File: src/rtl/game_round_sequencer_if.sv
// =============================================================================
// Module      : game_round_sequencer_if
// Description : Input/status bundle between the round sequencer and the
//               start button, wall datapath and renderer/HUD.
// Revision    : 1.0 - initial release
// =============================================================================
`default_nettype none

interface game_round_sequencer_if;
    logic       start_in;
    logic       new_frame_in;
    logic       wall_done_in;
    logic       collision_in;
    logic [2:0] game_state_out;
    logic [3:0] wall_idx_out;
    logic [3:0] frames_per_tick_out;
    logic       wall_rst_out;
    logic       wall_run_out;
    logic [2:0] lives_out;
    logic [7:0] score_out;
    logic [7:0] round_out;
    logic [7:0] countdown_out;
    logic       result_pass_out;

    modport master (
        input  start_in, new_frame_in, wall_done_in, collision_in,
        output game_state_out, wall_idx_out, frames_per_tick_out, wall_rst_out,
               wall_run_out, lives_out, score_out, round_out, countdown_out,
               result_pass_out
    );

    modport slave (
        output start_in, new_frame_in, wall_done_in, collision_in,
        input  game_state_out, wall_idx_out, frames_per_tick_out, wall_rst_out,
               wall_run_out, lives_out, score_out, round_out, countdown_out,
               result_pass_out
    );
endinterface

`default_nettype wire

File: src/rtl/game_round_sequencer.sv
// =============================================================================
// Module      : game_round_sequencer
// Description : Round-level controller: countdown, play, result and game-over
//               phases; drives wall config, lives, score and round status.
//               Optional macro PRACTICE_MODE_EN: lives never decrement.
// Revision    : 1.0 - initial release
// =============================================================================
`default_nettype none

module game_round_sequencer #(
    parameter int NUM_WALLS                = 10,
    parameter int MAX_FRAMES_PER_WALL_TICK = 15,
    parameter int MIN_FRAMES_PER_WALL_TICK = 3,
    parameter int SPEEDUP_EVERY            = 2,
    parameter int COUNTDOWN_FRAMES         = 180,
    parameter int RESULT_FRAMES            = 90,
    parameter int START_LIVES              = 3
) (
    input  wire logic              clk_in,
    input  wire logic              rst_n_in,
    game_round_sequencer_if.master bus
);

    typedef enum logic [2:0] {
        ST_IDLE      = 3'd0,
        ST_COUNTDOWN = 3'd1,
        ST_PLAYING   = 3'd2,
        ST_RESULT    = 3'd3,
        ST_GAME_OVER = 3'd4
    } state_t;

    localparam logic [7:0] c_cd_frames   = 8'(COUNTDOWN_FRAMES);
    localparam logic [7:0] c_res_frames  = 8'(RESULT_FRAMES);
    localparam logic [3:0] c_fpt_max     = 4'(MAX_FRAMES_PER_WALL_TICK);
    localparam logic [3:0] c_fpt_min     = 4'(MIN_FRAMES_PER_WALL_TICK);
    localparam logic [2:0] c_lives_start = 3'(START_LIVES);
    localparam logic [3:0] c_last_wall   = 4'(NUM_WALLS - 1);
    localparam logic [7:0] c_speedup     = 8'(SPEEDUP_EVERY);

    state_t     r_state;
    logic       r_start_q;
    logic [7:0] r_frame_cnt;
    logic [7:0] r_countdown;
    logic [3:0] r_wall_idx;
    logic [3:0] r_fpt;
    logic       r_wall_rst;
    logic       r_wall_run;
    logic [2:0] r_lives;
    logic [7:0] r_score;
    logic [7:0] r_round;
    logic       r_result_pass;
    logic       r_hit;
    logic [7:0] r_passes;

    logic w_start_edge;
    logic w_round_hit;
    logic w_lives_out;

    assign w_start_edge = bus.start_in & ~r_start_q;
    assign w_round_hit  = r_hit | bus.collision_in;

`ifdef PRACTICE_MODE_EN
    assign w_lives_out = 1'b0;
`else
    assign w_lives_out = (r_lives == 3'd0);
`endif

    always_ff @(posedge clk_in or negedge rst_n_in) begin
        if (!rst_n_in) begin
            r_state       <= ST_IDLE;
            r_start_q     <= 1'b0;
            r_frame_cnt   <= 8'd0;
            r_countdown   <= 8'd0;
            r_wall_idx    <= 4'd0;
            r_fpt         <= c_fpt_max;
            r_wall_rst    <= 1'b1;
            r_wall_run    <= 1'b0;
            r_lives       <= 3'd0;
            r_score       <= 8'd0;
            r_round       <= 8'd0;
            r_result_pass <= 1'b0;
            r_hit         <= 1'b0;
            r_passes      <= 8'd0;
        end else begin
            r_start_q <= bus.start_in;
            case (r_state)
                ST_IDLE, ST_GAME_OVER: begin
                    if (w_start_edge) begin
                        r_state     <= ST_COUNTDOWN;
                        r_lives     <= c_lives_start;
                        r_score     <= 8'd0;
                        r_round     <= 8'd0;
                        r_wall_idx  <= 4'd0;
                        r_fpt       <= c_fpt_max;
                        r_passes    <= 8'd0;
                        r_frame_cnt <= 8'd0;
                        r_countdown <= c_cd_frames;
                        r_hit       <= 1'b0;
                    end
                end
                ST_COUNTDOWN: begin
                    if (bus.new_frame_in) begin
                        if (r_frame_cnt == c_cd_frames - 8'd1) begin
                            r_state     <= ST_PLAYING;
                            r_frame_cnt <= 8'd0;
                            r_countdown <= 8'd0;
                            r_wall_rst  <= 1'b0;
                            r_wall_run  <= 1'b1;
                        end else begin
                            r_frame_cnt <= r_frame_cnt + 8'd1;
                            r_countdown <= c_cd_frames - (r_frame_cnt + 8'd1);
                        end
                    end
                end
                ST_PLAYING: begin
                    if (bus.wall_done_in) begin
                        r_state       <= ST_RESULT;
                        r_wall_rst    <= 1'b1;
                        r_wall_run    <= 1'b0;
                        r_frame_cnt   <= 8'd0;
                        r_countdown   <= c_res_frames;
                        r_result_pass <= ~w_round_hit;
                        if (r_round != 8'hFF) r_round <= r_round + 8'd1;
                        r_wall_idx <= (r_wall_idx == c_last_wall) ? 4'd0 : r_wall_idx + 4'd1;
                        if (w_round_hit) begin
`ifdef PRACTICE_MODE_EN
                            r_lives <= r_lives;
`else
                            if (r_lives != 3'd0) r_lives <= r_lives - 3'd1;
`endif
                        end else begin
                            if (r_score != 8'hFF) r_score <= r_score + 8'd1;
                            // Speed steps only on passed rounds, never below the floor
                            if (r_passes + 8'd1 >= c_speedup) begin
                                r_passes <= 8'd0;
                                if (r_fpt > c_fpt_min) r_fpt <= r_fpt - 4'd1;
                            end else begin
                                r_passes <= r_passes + 8'd1;
                            end
                        end
                    end else if (bus.collision_in) begin
                        r_hit <= 1'b1;
                    end
                end
                ST_RESULT: begin
                    if (bus.new_frame_in) begin
                        if (r_frame_cnt == c_res_frames - 8'd1) begin
                            r_frame_cnt <= 8'd0;
                            if (w_lives_out) begin
                                r_state     <= ST_GAME_OVER;
                                r_countdown <= 8'd0;
                            end else begin
                                r_state     <= ST_COUNTDOWN;
                                r_countdown <= c_cd_frames;
                                r_hit       <= 1'b0;
                            end
                        end else begin
                            r_frame_cnt <= r_frame_cnt + 8'd1;
                            r_countdown <= c_res_frames - (r_frame_cnt + 8'd1);
                        end
                    end
                end
                default: r_state <= ST_IDLE;
            endcase
        end
    end

    assign bus.game_state_out      = r_state;
    assign bus.wall_idx_out        = r_wall_idx;
    assign bus.frames_per_tick_out = r_fpt;
    assign bus.wall_rst_out        = r_wall_rst;
    assign bus.wall_run_out        = r_wall_run;
    assign bus.lives_out           = r_lives;
    assign bus.score_out           = r_score;
    assign bus.round_out           = r_round;
    assign bus.countdown_out       = r_countdown;
    assign bus.result_pass_out     = r_result_pass;

endmodule

`default_nettype wire

File: src/flat_wrapper.sv
// flat-port wrapper written by rule: the top's interface ports become plain ports
module game_round_sequencer_flat 
#(
    parameter int NUM_WALLS                = 10,
    parameter int MAX_FRAMES_PER_WALL_TICK = 15,
    parameter int MIN_FRAMES_PER_WALL_TICK = 3,
    parameter int SPEEDUP_EVERY            = 2,
    parameter int COUNTDOWN_FRAMES         = 180,
    parameter int RESULT_FRAMES            = 90,
    parameter int START_LIVES              = 3
)
  (clk_in, rst_n_in, bus_start_in, bus_new_frame_in, bus_wall_done_in, bus_collision_in, bus_game_state_out, bus_wall_idx_out, bus_frames_per_tick_out, bus_wall_rst_out, bus_wall_run_out, bus_lives_out, bus_score_out, bus_round_out, bus_countdown_out, bus_result_pass_out);
  game_round_sequencer_if bus_i ();
  input  wire logic clk_in;
  input  wire logic rst_n_in;
  input wire logic [$bits(bus_i.start_in)-1:0] bus_start_in;
  input wire logic [$bits(bus_i.new_frame_in)-1:0] bus_new_frame_in;
  input wire logic [$bits(bus_i.wall_done_in)-1:0] bus_wall_done_in;
  input wire logic [$bits(bus_i.collision_in)-1:0] bus_collision_in;
  output wire logic [$bits(bus_i.game_state_out)-1:0] bus_game_state_out;
  output wire logic [$bits(bus_i.wall_idx_out)-1:0] bus_wall_idx_out;
  output wire logic [$bits(bus_i.frames_per_tick_out)-1:0] bus_frames_per_tick_out;
  output wire logic [$bits(bus_i.wall_rst_out)-1:0] bus_wall_rst_out;
  output wire logic [$bits(bus_i.wall_run_out)-1:0] bus_wall_run_out;
  output wire logic [$bits(bus_i.lives_out)-1:0] bus_lives_out;
  output wire logic [$bits(bus_i.score_out)-1:0] bus_score_out;
  output wire logic [$bits(bus_i.round_out)-1:0] bus_round_out;
  output wire logic [$bits(bus_i.countdown_out)-1:0] bus_countdown_out;
  output wire logic [$bits(bus_i.result_pass_out)-1:0] bus_result_pass_out;
  assign bus_i.start_in = bus_start_in;
  assign bus_i.new_frame_in = bus_new_frame_in;
  assign bus_i.wall_done_in = bus_wall_done_in;
  assign bus_i.collision_in = bus_collision_in;
  assign bus_game_state_out = bus_i.game_state_out;
  assign bus_wall_idx_out = bus_i.wall_idx_out;
  assign bus_frames_per_tick_out = bus_i.frames_per_tick_out;
  assign bus_wall_rst_out = bus_i.wall_rst_out;
  assign bus_wall_run_out = bus_i.wall_run_out;
  assign bus_lives_out = bus_i.lives_out;
  assign bus_score_out = bus_i.score_out;
  assign bus_round_out = bus_i.round_out;
  assign bus_countdown_out = bus_i.countdown_out;
  assign bus_result_pass_out = bus_i.result_pass_out;
  game_round_sequencer #(.NUM_WALLS(NUM_WALLS), .MAX_FRAMES_PER_WALL_TICK(MAX_FRAMES_PER_WALL_TICK), .MIN_FRAMES_PER_WALL_TICK(MIN_FRAMES_PER_WALL_TICK), .SPEEDUP_EVERY(SPEEDUP_EVERY), .COUNTDOWN_FRAMES(COUNTDOWN_FRAMES), .RESULT_FRAMES(RESULT_FRAMES), .START_LIVES(START_LIVES)) u_core (.clk_in(clk_in), .rst_n_in(rst_n_in), .bus(bus_i));
endmodule
File: config.mk
export PLATFORM = sky130hd
export DESIGN_NAME = game_round_sequencer_flat
export DESIGN_NICKNAME = d
export VERILOG_FILES = /design/src/rtl/game_round_sequencer_if.sv /design/src/rtl/game_round_sequencer.sv /design/src/flat_wrapper.sv
export SDC_FILE = /design/constraint.sdc
export NUM_CORES = 1
export LEC_CHECK = 0
export ABC_CLOCK_PERIOD_IN_PS = 2100
export BUFFER_PORTS_ARGS = -buffer_cell sky130_fd_sc_hd__clkbuf_2
export CAP_MARGIN = 10
export CORE_AREA = 2 2 112 114
export DETAILED_ROUTE_END_ITERATION = 10
export DIE_AREA = 0 0 114 116
export SLEW_MARGIN = 20
export SYNTH_ARGS = -nofsm -noshare
export SYNTH_HDL_FRONTEND = slang
export SYNTH_SLANG_ARGS = --single-unit
File: constraint.sdc
create_clock -name clk_in -period 2.1 [get_ports clk_in]
set_clock_uncertainty 0.05 [all_clocks]
set_input_delay 0.21 -clock clk_in [delete_from_list [all_inputs] [get_ports clk_in]]
set_output_delay 0.21 -clock clk_in [all_outputs]
set_load 0.01 [all_outputs]
==> reports/results.md, run 1 <==
| Parameter | Value | Unit |
|:---|:---|:---|
| Outcome | completed | - |
| Slew of the pin with the lowest slew margin | 481 | ps |
| Yosys top cell by area | sky130_fd_sc_hd__dfrtp_1 | - |
| Share of async-settable or async-resettable flops after synthesis | 100 | % |
| Number of nets at the end of the flow | 490 | - |
| Stage delay of the slowest cell on the critical path | 440 | ps |
| Post-route DRC | 0 | - |
| Routed length per instance | 14.5 | um |
| Startpoint of the worst hold path | bus_wall_done_in | - |
| PwrDens | 1070 | nW/um2 |
| Total routing usage reported by global routing | 14.1 | % |
| Overflow left after global routing | 0 | - |
| Maximum fanout encountered on the critical timing path | 4 | - |
| Post-layout minimum cycle time | 2070 | ps |
| Post-detailed-route count of antenna-violating nets | 0 | - |
| Post-Synthesis Mean Instance Area | 9.28 | um2 |
| Hold Path Class | primary input to flop | - |
| Multi-input gate area | 2010 | um2 |
| Synth top area share | 38.6 | % |
| Number of H-tree levels | 3 | - |
| Setup repair after global routing missed its margin | true | - |
| Sinks on the clock net | 59 | - |
| Endpoint of the worst register-to-register path | u_core.bus.game_state_out[2] | - |
| Crit path top cell by count | sky130_fd_sc_hd__a21oi_2 | - |
| Post-Layout Inst Area | 4720 | um2 |
| Net count after synthesis | 396 | - |
| I/O pins | 47 | - |
| Max cap viols | 0 | - |
| Share of synthesized area occupied by flip-flops and latches | 42.4 | % |
| Cells along the critical path | inv_2, ha_2, nor4b_4, and2b_2, a21oi_2, a21oi_2, o2111a_2, mux2_2 | - |
| Final cycle utilization of the critical path | 98.4 | % |
| Maximum vdd drop | 0.714 | mV |
| Biggest area contributors in the synthesized netlist | sky130_fd_sc_hd__dfrtp_1, sky130_fd_sc_hd__xor2_1, sky130_fd_sc_hd__ha_1, sky130_fd_sc_hd__nand2_1, sky130_fd_sc_hd__dfstp_2 | - |
| Fin. Hold Viols | 0 | - |
| Placer congestion estimate | 0.866 | - |
| Die area | 13200 | um2 |
| Length in cells of the worst reg-to-reg path | 8 | - |
| Number of buffers created by CTS | 9 | - |
| Total Power | 0.00506 | W |
| Initial antenna violation count | 0 | - |
| Leading register cell type out of synthesis | sky130_fd_sc_hd__dfrtp_1 | - |
| Deepest clock path buffer count | 2 | - |
| Mean number of vias per cell | 4.94 | - |
| Fill count | 1198 | - |
| Number of instances on the worst hold path | 3 | - |
| Clock tree from TritonCTS | done | - |
| Routed wire length | 9.05 | mm |
| Starting Density | 29.4 | % |
| Share of final-layout standard cells stronger than drive strength 1 | 33.6 | % |
| Worst slew slack as a fraction of its limit | 67.8 | % |
| Worst setup EP type | flop | - |
| Synthesis Warnings | 0 | - |
| Worst Path Class, Setup | flop to flop | - |
| Number of cells produced by synthesis | 377 | - |
| Critical path required time | 2260 | ps |
| Rows | 40 | - |
| Fmax | 0.484 | GHz |
| Leakage power total | 2.15 | nW |
| Critical-path cell with the highest stage delay | sky130_fd_sc_hd__dfrtp_2 | - |
| Final antenna diode count | 0 | - |
| Layout area overhead | 34.8 | % |
| Pin count of the biggest net entering global routing | 60 | - |
| Clock insertion delay at the later pin of the skew report | 330 | ps |
| Setup slack on the worst flop-to-flop path | 30 | ps |
| Root cell of the clock tree | sky130_fd_sc_hd__clkbuf_16 | - |
| Seq cells post-synth | 59 | - |
| Port buffer count | 46 | - |
| Worst reg2reg startpoint | u_core.r_frame_cnt[1] | - |
| Placed standard-cell area | 4170 | um2 |
| Final Hold Slack | 170 | ps |
| CP Launch Type | flop | - |
| Horizontal die dimension | 114 | um |
| Register clock-pin slew on the reported worst setup and hold paths | 50 | ps |
| Summed instance area of the synthesized netlist | 3500 | um2 |
| Number of detailed-routing iterations run before antenna repair | 4 | - |
| Count of flip-flops with a built-in enable after synthesis | 0 | - |
| Leading cell types in the layout, fill and taps excluded | sky130_fd_sc_hd__dfrtp_1, sky130_fd_sc_hd__buf_4, sky130_fd_sc_hd__clkbuf_2, sky130_fd_sc_hd__nand2_1, sky130_fd_sc_hd__nor2_1 | - |
| Total via count after detailed routing | 3080 | - |
| Die span in y | 116 | um |
| Worst EP arrival | 2230 | ps |
| Worst hold endpoint | u_core.bus.wall_rst_out | - |
| Most frequent standard cell in the layout excluding fill and tap cells | sky130_fd_sc_hd__dfrtp_1 | - |
| HPWL after DPL | 6.53 | mm |
| Area of the core | 11900 | um2 |
| Wire length of the first global-routing pass | 14.6 | mm |
| Setup violation total in the final timing report | 0 | - |
| Final Max Tran Viols | 0 | - |
| Footprint of the flip-flops and latches | 1490 | um2 |
| Distinct cells, synth | 63 | - |
| First DRT Iteration DRCs | 173 | - |
| Number of global-route vias before repair | 2972 | - |
-- state kept, by name, indices dropped and copies added, names as in the netlist --
signal                          count
u_core.bus.game_state_out           3
u_core.bus.round_out                8
u_core.bus.wall_idx_out             4
u_core.bus.frames_per_tick_out      4
u_core.bus.countdown_out            8
u_core.bus.score_out                8
u_core.bus.wall_run_out             1
u_core.r_hit                        1
u_core.bus.wall_rst_out             1
u_core.bus.result_pass_out          1
u_core.r_start_q                    1
u_core.r_passes                     8
u_core.r_frame_cnt                  8
u_core.bus.lives_out                3
-- repair_timing --
item / 4_1_cts / 5_1_grt
setup buffers: 3 / 4
gates resized for setup: 8 / 25
setup endpoints to repair: 5 / 17
hold buffers: 2 / 0
pin swaps: 1 / 13
endpoints found under the hold margin: 55 / 0
gates cloned: 0 / 1
-- cell usage after synthesis, types with 2 or more instances --
library cell               number
sky130_fd_sc_hd__o21ai_1        3
sky130_fd_sc_hd__nor3b_1        2
sky130_fd_sc_hd__a31oi_1        3
sky130_fd_sc_hd__a21oi_1       12
sky130_fd_sc_hd__ha_1          13
sky130_fd_sc_hd__nand2_1       41
sky130_fd_sc_hd__nand3b_1       3
sky130_fd_sc_hd__dfrtp_1       54
sky130_fd_sc_hd__clkbuf_1       4
sky130_fd_sc_hd__o22ai_1        2
sky130_fd_sc_hd__buf_2          7
sky130_fd_sc_hd__o41ai_1        3
sky130_fd_sc_hd__xnor2_1       15
sky130_fd_sc_hd__o31ai_1        5
sky130_fd_sc_hd__a21o_1         2
sky130_fd_sc_hd__o21a_1         3
sky130_fd_sc_hd__o21ai_0       26
sky130_fd_sc_hd__a221o_1        2
sky130_fd_sc_hd__o211ai_1       3
sky130_fd_sc_hd__nand2b_1      10
sky130_fd_sc_hd__inv_1         18
sky130_fd_sc_hd__nand3_2        2
sky130_fd_sc_hd__buf_4          3
sky130_fd_sc_hd__nor3_2         2
sky130_fd_sc_hd__and2b_1        3
sky130_fd_sc_hd__mux2_2         3
sky130_fd_sc_hd__o221ai_1       3
sky130_fd_sc_hd__a22oi_1        2
sky130_fd_sc_hd__o21bai_1       2
sky130_fd_sc_hd__a21oi_2        2
sky130_fd_sc_hd__dfstp_2        5
sky130_fd_sc_hd__nand3_1       14
sky130_fd_sc_hd__nor2b_1        9
sky130_fd_sc_hd__xor2_1        19
sky130_fd_sc_hd__nor2_1        33
sky130_fd_sc_hd__nand4_1        7
sky130_fd_sc_hd__and3_1         7
sky130_fd_sc_hd__nor3_1         5
-- stage by stage --
stage	utilization, %	TNS, ps	instances	setup slack (ps)
after floorplan	-	0	377	0.591
after global placement	35.0	-26.4	597	-13.5
after detailed placement	35.0	-292	597	-123
after CTS	38.3	-3.84	618	-3.84
after global routing	39.6	-256	623	-75.2
final	39.6	0	623	34.3
-- metal layers --
metal	vias to the layer above	track usage [%]	share of wire, %
met2	60	23.3	49
met3	11	3.87	3.8
li1	1514	-	-
met4	0	4.96	1.3
met5	-	0	0
met1	1495	17.9	46
-- power by group --
group	switching, W	total, W	internal (W)	leakage, nW
clock	0.000518	0.00159	0.00107	0.157
sequential	0.000203	0.00155	0.00135	0.770
combinational	0.00100	0.00191	0.000913	1.22
total	0.00172	0.00506	0.00333	2.15
-- kinds of logic after synthesis --
group,count (synthesis),synth area share [%]
AND/OR/NAND/NOR,148,21.9
adder cells (fa/ha/maj),13,4.65
buffers and inverters,33,4.33
flip-flops,59,42.4
AO/OA/AOI/OAI,86,17.0
XOR/XNOR,34,8.51
multiplexers,4,1.25
-- worst max-delay path, delay by kind of cell (launching register included) --
kind / cells / cell delay [ps]
AO/OA/AOI/OAI: 3 / 460
flip-flops: 1 / 440
AND/OR/NAND/NOR: 2 / 420
multiplexers: 1 / 340
adder cells (fa/ha/maj): 1 / 180
buffers and inverters: 1 / 70
-- worst max path at each step --
stage	slack (ps)	end	startpoint	cells past startpoint
after detailed placement	-120	u_core.bus.game_state_out[2]	u_core.r_frame_cnt[1]	8
after global placement	-10	u_core.bus.game_state_out[0]	u_core.r_frame_cnt[1]	8
after floorplan	0.6	u_core.bus.countdown_out[7]	u_core.r_frame_cnt[0]	10
after global routing	-80	u_core.bus.countdown_out[6]	u_core.r_frame_cnt[2]	8
final	30	u_core.bus.game_state_out[2]	u_core.r_frame_cnt[1]	8
after CTS	-4	u_core.bus.game_state_out[2]	u_core.r_frame_cnt[1]	8
-- layout make-up --
| class | count | share of cell area (%) |
|---|---|---|
| Clock inverter | 4 | 1.56 |
| Tap cell | 147 | 3.90 |
| Sequential cell | 59 | 31.5 |
| Inverter | 18 | 1.43 |
| Timing Repair Buffer | 98 | 13.7 |
| Clock buffer | 12 | 5.23 |
| Multi-Input combinational cell | 285 | 42.7 |
Note: power is estimated with default switching activity, not from simulation.
==> run 2: changes to the inputs <==
ABC_CLOCK_PERIOD_IN_PS = 2400   (was 2100)
clock period = 2.4 ns   (was 2.1 ns; I/O delays follow)
==> run 2 against run 1 <==
Clock-buffer cell count shrank 1. Core utilization down 2.9 points. Worst hold slack improved by 17 ps. Sequential share of layout area up 2.4 points. Worst setup slack gained 140 ps. Combinational power shrank 30%. Final cell count fell by 4.0%. Total power down 20%. Die area stayed put. Global-route usage fell by 0.14 points. Critical endpoint is now u_core.bus.countdown_out[7]. Largest power group is now registers.
==> reports/results.md, run 2 (synthesis results as in run 1) <==
| Parameter | Value | Unit | Change |
|:---|:---|:---|:---|
| Buffers inserted by post-CTS timing repair | 0 | - | was 3 |
| Leading cell types in the layout, fill and taps excluded | sky130_fd_sc_hd__dfrtp_1, sky130_fd_sc_hd__clkbuf_2, sky130_fd_sc_hd__nand2_1, sky130_fd_sc_hd__nor2_1, sky130_fd_sc_hd__o21ai_0 | - | was sky130_fd_sc_hd__dfrtp_1, sky130_fd_sc_hd__buf_4, sky130_fd_sc_hd__clkbuf_2, sky130_fd_sc_hd__nand2_1, sky130_fd_sc_hd__nor2_1 |
| Number of instances on the worst hold path | 3 | - | unchanged |
| CP Launch Type | flop | - | unchanged |
| Register clock-pin slew on the reported worst setup and hold paths | 60 | ps | was 50 ps |
| Number of H-tree levels | 3 | - | unchanged |
| Max cap viols | 0 | - | unchanged |
| Maximum fanout encountered on the critical timing path | 7 | - | was 4 |
| Final setup TNS | 0 | ps | unchanged |
| Startpoint of the worst hold path | bus_wall_done_in | - | unchanged |
| Root cell of the clock tree | sky130_fd_sc_hd__clkbuf_16 | - | unchanged |
| PwrDens | 921 | nW/um2 | was 1070 nW/um2 |
| Final cycle utilization of the critical path | 92.9 | % | was 98.4% |
| Worst EP arrival | 2450 | ps | was 2230 ps |
| Layout area overhead | 25.0 | % | was 34.8% |
| Final Max Tran Viols | 0 | - | unchanged |
| Total Power | 0.00403 | W | was 0.00506 W |
| Number of buffers created by CTS | 9 | - | unchanged |
| First DRT Iteration DRCs | 321 | - | was 173 |
| Total routing usage reported by global routing | 14.0 | % | was 14.1% |
| Placed standard-cell area | 4030 | um2 | was 4170 um2 |
| Area of the core | 11900 | um2 | unchanged |
| Die span in y | 116 | um | unchanged |
| Horizontal die dimension | 114 | um | unchanged |
| Final antenna diode count | 0 | - | unchanged |
| Mean number of vias per cell | 4.92 | - | was 4.94 |
| Clock tree from TritonCTS | done | - | unchanged |
| Outcome | completed | - | unchanged |
| Number of detailed-routing iterations run before antenna repair | 4 | - | unchanged |
| Maximum vdd drop | 0.398 | mV | was 0.714 mV |
| Initial antenna violation count | 0 | - | unchanged |
| I/O pins | 47 | - | unchanged |
| Setup repair after global routing missed its margin | false | - | was true |
| Clock insertion delay at the later pin of the skew report | 330 | ps | about the same |
| Routed length per instance | 14.4 | um | was 14.5 um |
| Deepest clock path buffer count | 2 | - | unchanged |
| Die area | 13200 | um2 | unchanged |
| Total via count after detailed routing | 2942 | - | was 3080 |
| Pin count of the biggest net entering global routing | 34 | - | was 60 |
| Port buffer count | 46 | - | unchanged |
| Slew of the pin with the lowest slew margin | 685 | ps | was 481 ps |
| Worst Path Class, Setup | flop to flop | - | unchanged |
| Share of final-layout standard cells stronger than drive strength 1 | 24.8 | % | was 33.6% |
| Post-detailed-route count of antenna-violating nets | 0 | - | unchanged |
| Post-layout minimum cycle time | 2230 | ps | was 2070 ps |
| Worst slew slack as a fraction of its limit | 54.3 | % | was 67.8% |
| Fin. Hold Viols | 0 | - | unchanged |
| HPWL after DPL | 6.46 | mm | was 6.53 mm |
| Setup violation total in the final timing report | 0 | - | unchanged |
| Overflow left after global routing | 0 | - | unchanged |
| Starting Density | 29.4 | % | unchanged |
| Sinks on the clock net | 59 | - | unchanged |
| Post-route DRC | 0 | - | unchanged |
| Post-Layout Inst Area | 4370 | um2 | was 4720 um2 |
| Worst setup EP type | flop | - | unchanged |
| Post-Place Cells | 580 | - | was 597 |
| Setup slack on the worst flop-to-flop path | 170 | ps | was 30 ps |
| Worst reg2reg startpoint | u_core.r_frame_cnt[1] | - | unchanged |
| Routed wire length | 8.62 | mm | was 9.05 mm |
| Placer congestion estimate | 0.878 | - | was 0.866 |
| Length in cells of the worst reg-to-reg path | 8 | - | unchanged |
| Wire length of the first global-routing pass | 14.5 | mm | was 14.6 mm |
| Leakage power total | 2.02 | nW | was 2.15 nW |
| Rows | 40 | - | unchanged |
| Critical path required time | 2620 | ps | was 2260 ps |
| Number of global-route vias before repair | 2892 | - | was 2972 |
| Fmax | 0.448 | GHz | was 0.484 GHz |
| Fin cells | 598 | - | was 623 |
| Endpoint of the worst register-to-register path | u_core.bus.countdown_out[7] | - | was u_core.bus.game_state_out[2] |
| Hold Path Class | primary input to flop | - | unchanged |
| Worst hold endpoint | u_core.bus.wall_rst_out | - | unchanged |
| Number of nets at the end of the flow | 465 | - | was 490 |
| Utilization after layout | 36.7 | % | was 39.6% |
| Most frequent standard cell in the layout excluding fill and tap cells | sky130_fd_sc_hd__dfrtp_1 | - | unchanged |
==> run 2: what timing repair did <==
item | CTS | global route
endpoints found under the setup margin | 0 | 8
gates resized for setup | 0 | 4
endpoints found under the hold margin | 22 | 0
hold buffers | 2 | 0
==> run 2: power breakdown <==
| group | internal (W) | leakage (nW) | switching, W |
|---|---|---|---|
| Sequential | 0.00118 | 0.774 | 0.000184 |
| Clock | 0.000861 | 0.144 | 0.000474 |
| Combinational | 0.000572 | 1.10 | 0.000762 |
==> run 2: routing by layer <==
metal | up-vias | GRT usage [%] | wire, um
met3 | 9 | 4.08 | 410
met5 | - | 0 | 0
met2 | 70 | 24.1 | 4330
met4 | 0 | 3.90 | 87
li1 | 1465 | - | -
met1 | 1398 | 17.0 | 3790
==> run 2: worst max-delay path, cell delays in order, from the launching register on <==
cell and delay [ps]:
sky130_fd_sc_hd__dfrtp_1 430, sky130_fd_sc_hd__buf_4 170, sky130_fd_sc_hd__ha_1 370, sky130_fd_sc_hd__o21ai_1 150, sky130_fd_sc_hd__o21ai_1 100, sky130_fd_sc_hd__a221o_1 370, sky130_fd_sc_hd__and3_1 170, sky130_fd_sc_hd__o31ai_1 230
sky130_fd_sc_hd__a31o_1 120
==> run 2: worst max-delay path by stage <==
stage	from	endpoint	cells after the start
2_1_floorplan	u_core.r_frame_cnt[0]	u_core.bus.countdown_out[7]	10
3_5_place_dp	u_core.r_frame_cnt[0]	u_core.bus.countdown_out[3]	7
4_1_cts	u_core.r_frame_cnt[0]	u_core.bus.countdown_out[3]	7
6_report	u_core.r_frame_cnt[1]	u_core.bus.countdown_out[7]	8
3_3_place_gp	u_core.r_frame_cnt[0]	u_core.bus.countdown_out[3]	7
5_1_grt	u_core.r_passes[0]	u_core.bus.frames_per_tick_out[2]	8
==> run 2: area by class of cell <==
cell class	count	area, um2
tap	147	184
fill	1212	7540
clock inverter	5	61.3
multi-input combinational	285	1870
timing repair buffer	73	450
sequential	59	1480
inverter	18	67.6
clock buffer	11	253
==> run 2: per-stage QoR <==
stage	hold WS, ps	worst slack [ps]
6_report	187	170
5_1_grt	208	17.0
4_1_cts	170	118
3_5_place_dp	268	136
3_3_place_gp	265	183
2_1_floorplan	-106	125
==> run 3: changes to the inputs <==
GPL_TIMING_DRIVEN = 0   (was not set)
==> run 3 against run 2 <==
Core utilization shrank 0.43 points. Cell area shrank 1.2%. Routed wire length grew 0.26%. Worst hold slack gained 19 ps. Largest power group is now combinational cells. Largest cell class unchanged. First-iteration DRC count shrank 50%. Global-route usage shrank 0.60 points.
==> reports/results.md, run 3 (synthesis results as in run 1) <==
| Parameter | Value | Unit | Change |
|:---|:---|:---|:---|
| Share of power burned in registers | 33.4 | % | was 33.8% |
| Most frequent standard cell in the layout excluding fill and tap cells | sky130_fd_sc_hd__dfrtp_1 | - | unchanged |
| Post-layout minimum cycle time | 2270 | ps | was 2230 ps |
| Total routing usage reported by global routing | 13.4 | % | was 14.0% |
| Deepest clock path buffer count | 2 | - | unchanged |
| Worst EP arrival | 2420 | ps | was 2450 ps |
| HPWL after DPL | 6.34 | mm | was 6.46 mm |
| First DRT Iteration DRCs | 159 | - | was 321 |
| Mean number of vias per cell | 5.00 | - | was 4.92 |
| Cells along the critical path | ha_2, and2b_1, and3_1, and2b_1, o21ai_2, clkbuf_4, o21ai_0, nand2_1, o41ai_1 | - | was buf_4, ha_1, o21ai_1, o21ai_1, a221o_1, and3_1, o31ai_1, a31o_1 |
| CP Launch Type | flop | - | unchanged |
| Stage delay of the slowest cell on the critical path | 460 | ps | was 430 ps |
| Crit. Startpoint | u_core.r_frame_cnt[1] | - | unchanged |
| Critical path depth | 9 | - | was 8 |
| Setup repair after global routing missed its margin | true | - | was false |
| Pin count of the biggest net entering global routing | 44 | - | was 34 |
| Logic pwr share | 34.0 | % | was 33.1% |
| Internal Dissipation | 0.00256 | W | was 0.00261 W |
| Routed length per instance | 14.7 | um | was 14.4 um |
| Worst Path Class, Setup | flop to flop | - | unchanged |
| Length in cells of the worst reg-to-reg path | 9 | - | was 8 |
| Number of nets at the end of the flow | 455 | - | was 465 |
| Outcome | completed | - | unchanged |
| Utilization after layout | 36.3 | % | was 36.7% |
| Clock insertion delay at the later pin of the skew report | 330 | ps | about the same |
| Endpoint of the worst register-to-register path | u_core.r_frame_cnt[5] | - | was u_core.bus.countdown_out[7] |
| Sinks on the clock net | 59 | - | unchanged |
| Die area | 13200 | um2 | unchanged |
| Maximum fanout encountered on the critical timing path | 10 | - | was 7 |
| Fin. Hold Viols | 0 | - | unchanged |
| Multi-input gate area | 1920 | um2 | was 1870 um2 |
| Routed wire length | 8.64 | mm | was 8.62 mm |
| Final setup TNS | 0 | ps | unchanged |
| Worst setup EP type | flop | - | unchanged |
| Share of total power consumed by net switching | 35.9 | % | was 35.2% |
| Critical-path cell with the highest stage delay | sky130_fd_sc_hd__dfrtp_2 | - | was sky130_fd_sc_hd__dfrtp_1 |
| Layout area overhead | 23.5 | % | was 25.0% |
| Number of detailed-routing iterations run before antenna repair | 5 | - | was 4 |
| Worst reg2reg startpoint | u_core.r_frame_cnt[1] | - | unchanged |
| Relative contribution of the clock network to total power | 32.6 | % | was 33.1% |
| Leakage power total | 1.96 | nW | was 2.02 nW |
| Port buffer count | 46 | - | unchanged |
| Maximum vdd drop | 0.322 | mV | was 0.398 mV |
| Final cycle utilization of the critical path | 94.5 | % | was 92.9% |
| Post-route DRC | 0 | - | unchanged |
| Post-detailed-route count of antenna-violating nets | 0 | - | unchanged |
| Rows | 40 | - | unchanged |
| P_sw | 0.00143 | W | was 0.00142 W |
| Buffers inserted by post-CTS timing repair | 0 | - | unchanged |
| Setup violation total in the final timing report | 0 | - | unchanged |
| WP buf/inv | 1 | - | unchanged |
| Setup slack on the worst flop-to-flop path | 130 | ps | was 170 ps |
| Number of H-tree levels | 3 | - | unchanged |
| Hold Path Class | primary input to flop | - | unchanged |
| Placer congestion estimate | 0.855 | - | was 0.878 |
| Footprint of the flip-flops and latches | 1490 | um2 | was 1480 um2 |
| Final Hold Slack | 206 | ps | was 187 ps |
| Register clock-pin slew on the reported worst setup and hold paths | 50 | ps | was 60 ps |
| Wire length of the first global-routing pass | 14.0 | mm | was 14.5 mm |
| Starting Density | 29.4 | % | unchanged |
| Critical path required time | 2560 | ps | was 2620 ps |
| Final antenna diode count | 0 | - | unchanged |
| Fill count | 1223 | - | was 1212 |
| PwrDens | 923 | nW/um2 | was 921 nW/um2 |
| Root cell of the clock tree | sky130_fd_sc_hd__clkbuf_16 | - | unchanged |
| Number of buffers created by CTS | 9 | - | unchanged |
| Fmax | 0.441 | GHz | was 0.448 GHz |
| Worst slew slack as a fraction of its limit | 57.0 | % | was 54.3% |
| Crit path top cell by count | sky130_fd_sc_hd__and2b_1 | - | was sky130_fd_sc_hd__o21ai_1 |
| Leading cell types in the layout, fill and taps excluded | sky130_fd_sc_hd__dfrtp_1, sky130_fd_sc_hd__clkbuf_2, sky130_fd_sc_hd__nand2_1, sky130_fd_sc_hd__nor2_1, sky130_fd_sc_hd__o21ai_0 | - | unchanged |
| Overflow left after global routing | 0 | - | unchanged |
| Slew of the pin with the lowest slew margin | 641 | ps | was 685 ps |
| Setup crit end | u_core.r_frame_cnt[5] | - | was u_core.bus.countdown_out[7] |
| Initial antenna violation count | 0 | - | unchanged |
| Share of final-layout standard cells stronger than drive strength 1 | 23.8 | % | was 24.8% |
| Die span in y | 116 | um | unchanged |
| Total via count after detailed routing | 2938 | - | was 2942 |
| I/O pins | 47 | - | unchanged |
| Cell class contributing the biggest share of worst-path delay | simple AND/OR/NAND/NOR gates | - | was compound AO/OA/AOI/OAI gates |
| Clock tree from TritonCTS | done | - | unchanged |
| Area of the core | 11900 | um2 | unchanged |
| Max cap viols | 0 | - | unchanged |
| Number of global-route vias before repair | 2696 | - | was 2892 |
| Horizontal die dimension | 114 | um | unchanged |
| Final Max Tran Viols | 0 | - | unchanged |
## run 3: per-layer routing
layer  routed length, um  vias up  global-route usage [%]
met2                4230       68                    22.0
met3                 375       10                    3.56
met4                  76        0                    3.74
li1                    -     1441                       -
met5                   0        -                       0
met1                3960     1419                    17.4
## run 3: worst min-delay path by stage
stage                                             end  cells after the start        startpoint
after floorplan           u_core.bus.countdown_out[0]                      0          rst_n_in
after global placement               u_core.r_start_q                      1      bus_start_in
after detailed placement      u_core.bus.score_out[7]                      1          rst_n_in
after CTS                     u_core.bus.wall_rst_out                      3  bus_wall_done_in
after global routing          u_core.bus.wall_rst_out                      3  bus_wall_done_in
final                         u_core.bus.wall_rst_out                      3  bus_wall_done_in
## run 3: layout make-up
| cell class | instances | share of cell area (%) |
|---|---|---|
| well taps | 147 | 4.25 |
| inverters | 18 | 1.56 |
| plain buffers | 14 | 1.97 |
| repair buffers | 49 | 6.48 |
| flip-flops and latches | 59 | 34.4 |
| multi-input cells | 285 | 44.4 |
| clock buffers | 10 | 5.53 |
| clock inverters | 6 | 1.48 |
## run 3: stage by stage
stage | instance area (um2) | worst slack (ps) | total power (W) | cells
after floorplan | 3500 | 125 | 0.00220 | 377
after global placement | 3910 | -86.3 | 0.00260 | 570
after detailed placement | 3940 | -108 | 0.00263 | 571
after CTS | 4270 | 46.8 | 0.00398 | 588
after global routing | 4320 | -19.7 | 0.00425 | 588
final | 4320 | 133 | 0.00399 | 588
## run 3: worst register-to-register path: stages, from the launching register on
cell and delay (ps):
sky130_fd_sc_hd__dfrtp_2 460, sky130_fd_sc_hd__ha_2 260, sky130_fd_sc_hd__and2b_1 180, sky130_fd_sc_hd__and3_1 240, sky130_fd_sc_hd__and2b_1 260, sky130_fd_sc_hd__o21ai_2 230
sky130_fd_sc_hd__clkbuf_4 240, sky130_fd_sc_hd__o21ai_0 80, sky130_fd_sc_hd__nand2_1 90, sky130_fd_sc_hd__o41ai_1 60
## run 3: power by group through the flow
stage | sequential [W] | clock (W) | combinational, W
3_5_place_dp | 0.00134 | 0 | 0.00129
3_3_place_gp | 0.00134 | 0 | 0.00127
5_1_grt | 0.00136 | 0.00138 | 0.00151
2_1_floorplan | 0.00138 | 0 | 0.000818
6_report | 0.00133 | 0.00130 | 0.00136
4_1_cts | 0.00133 | 0.00134 | 0.00131
## run 3: repair_timing
action                     CTS  global route
resized for setup            3            10
setup endpoints to repair    3            10
gates cloned                 0             0
hold endpoints to repair    14             0
hold buffers                 2             0
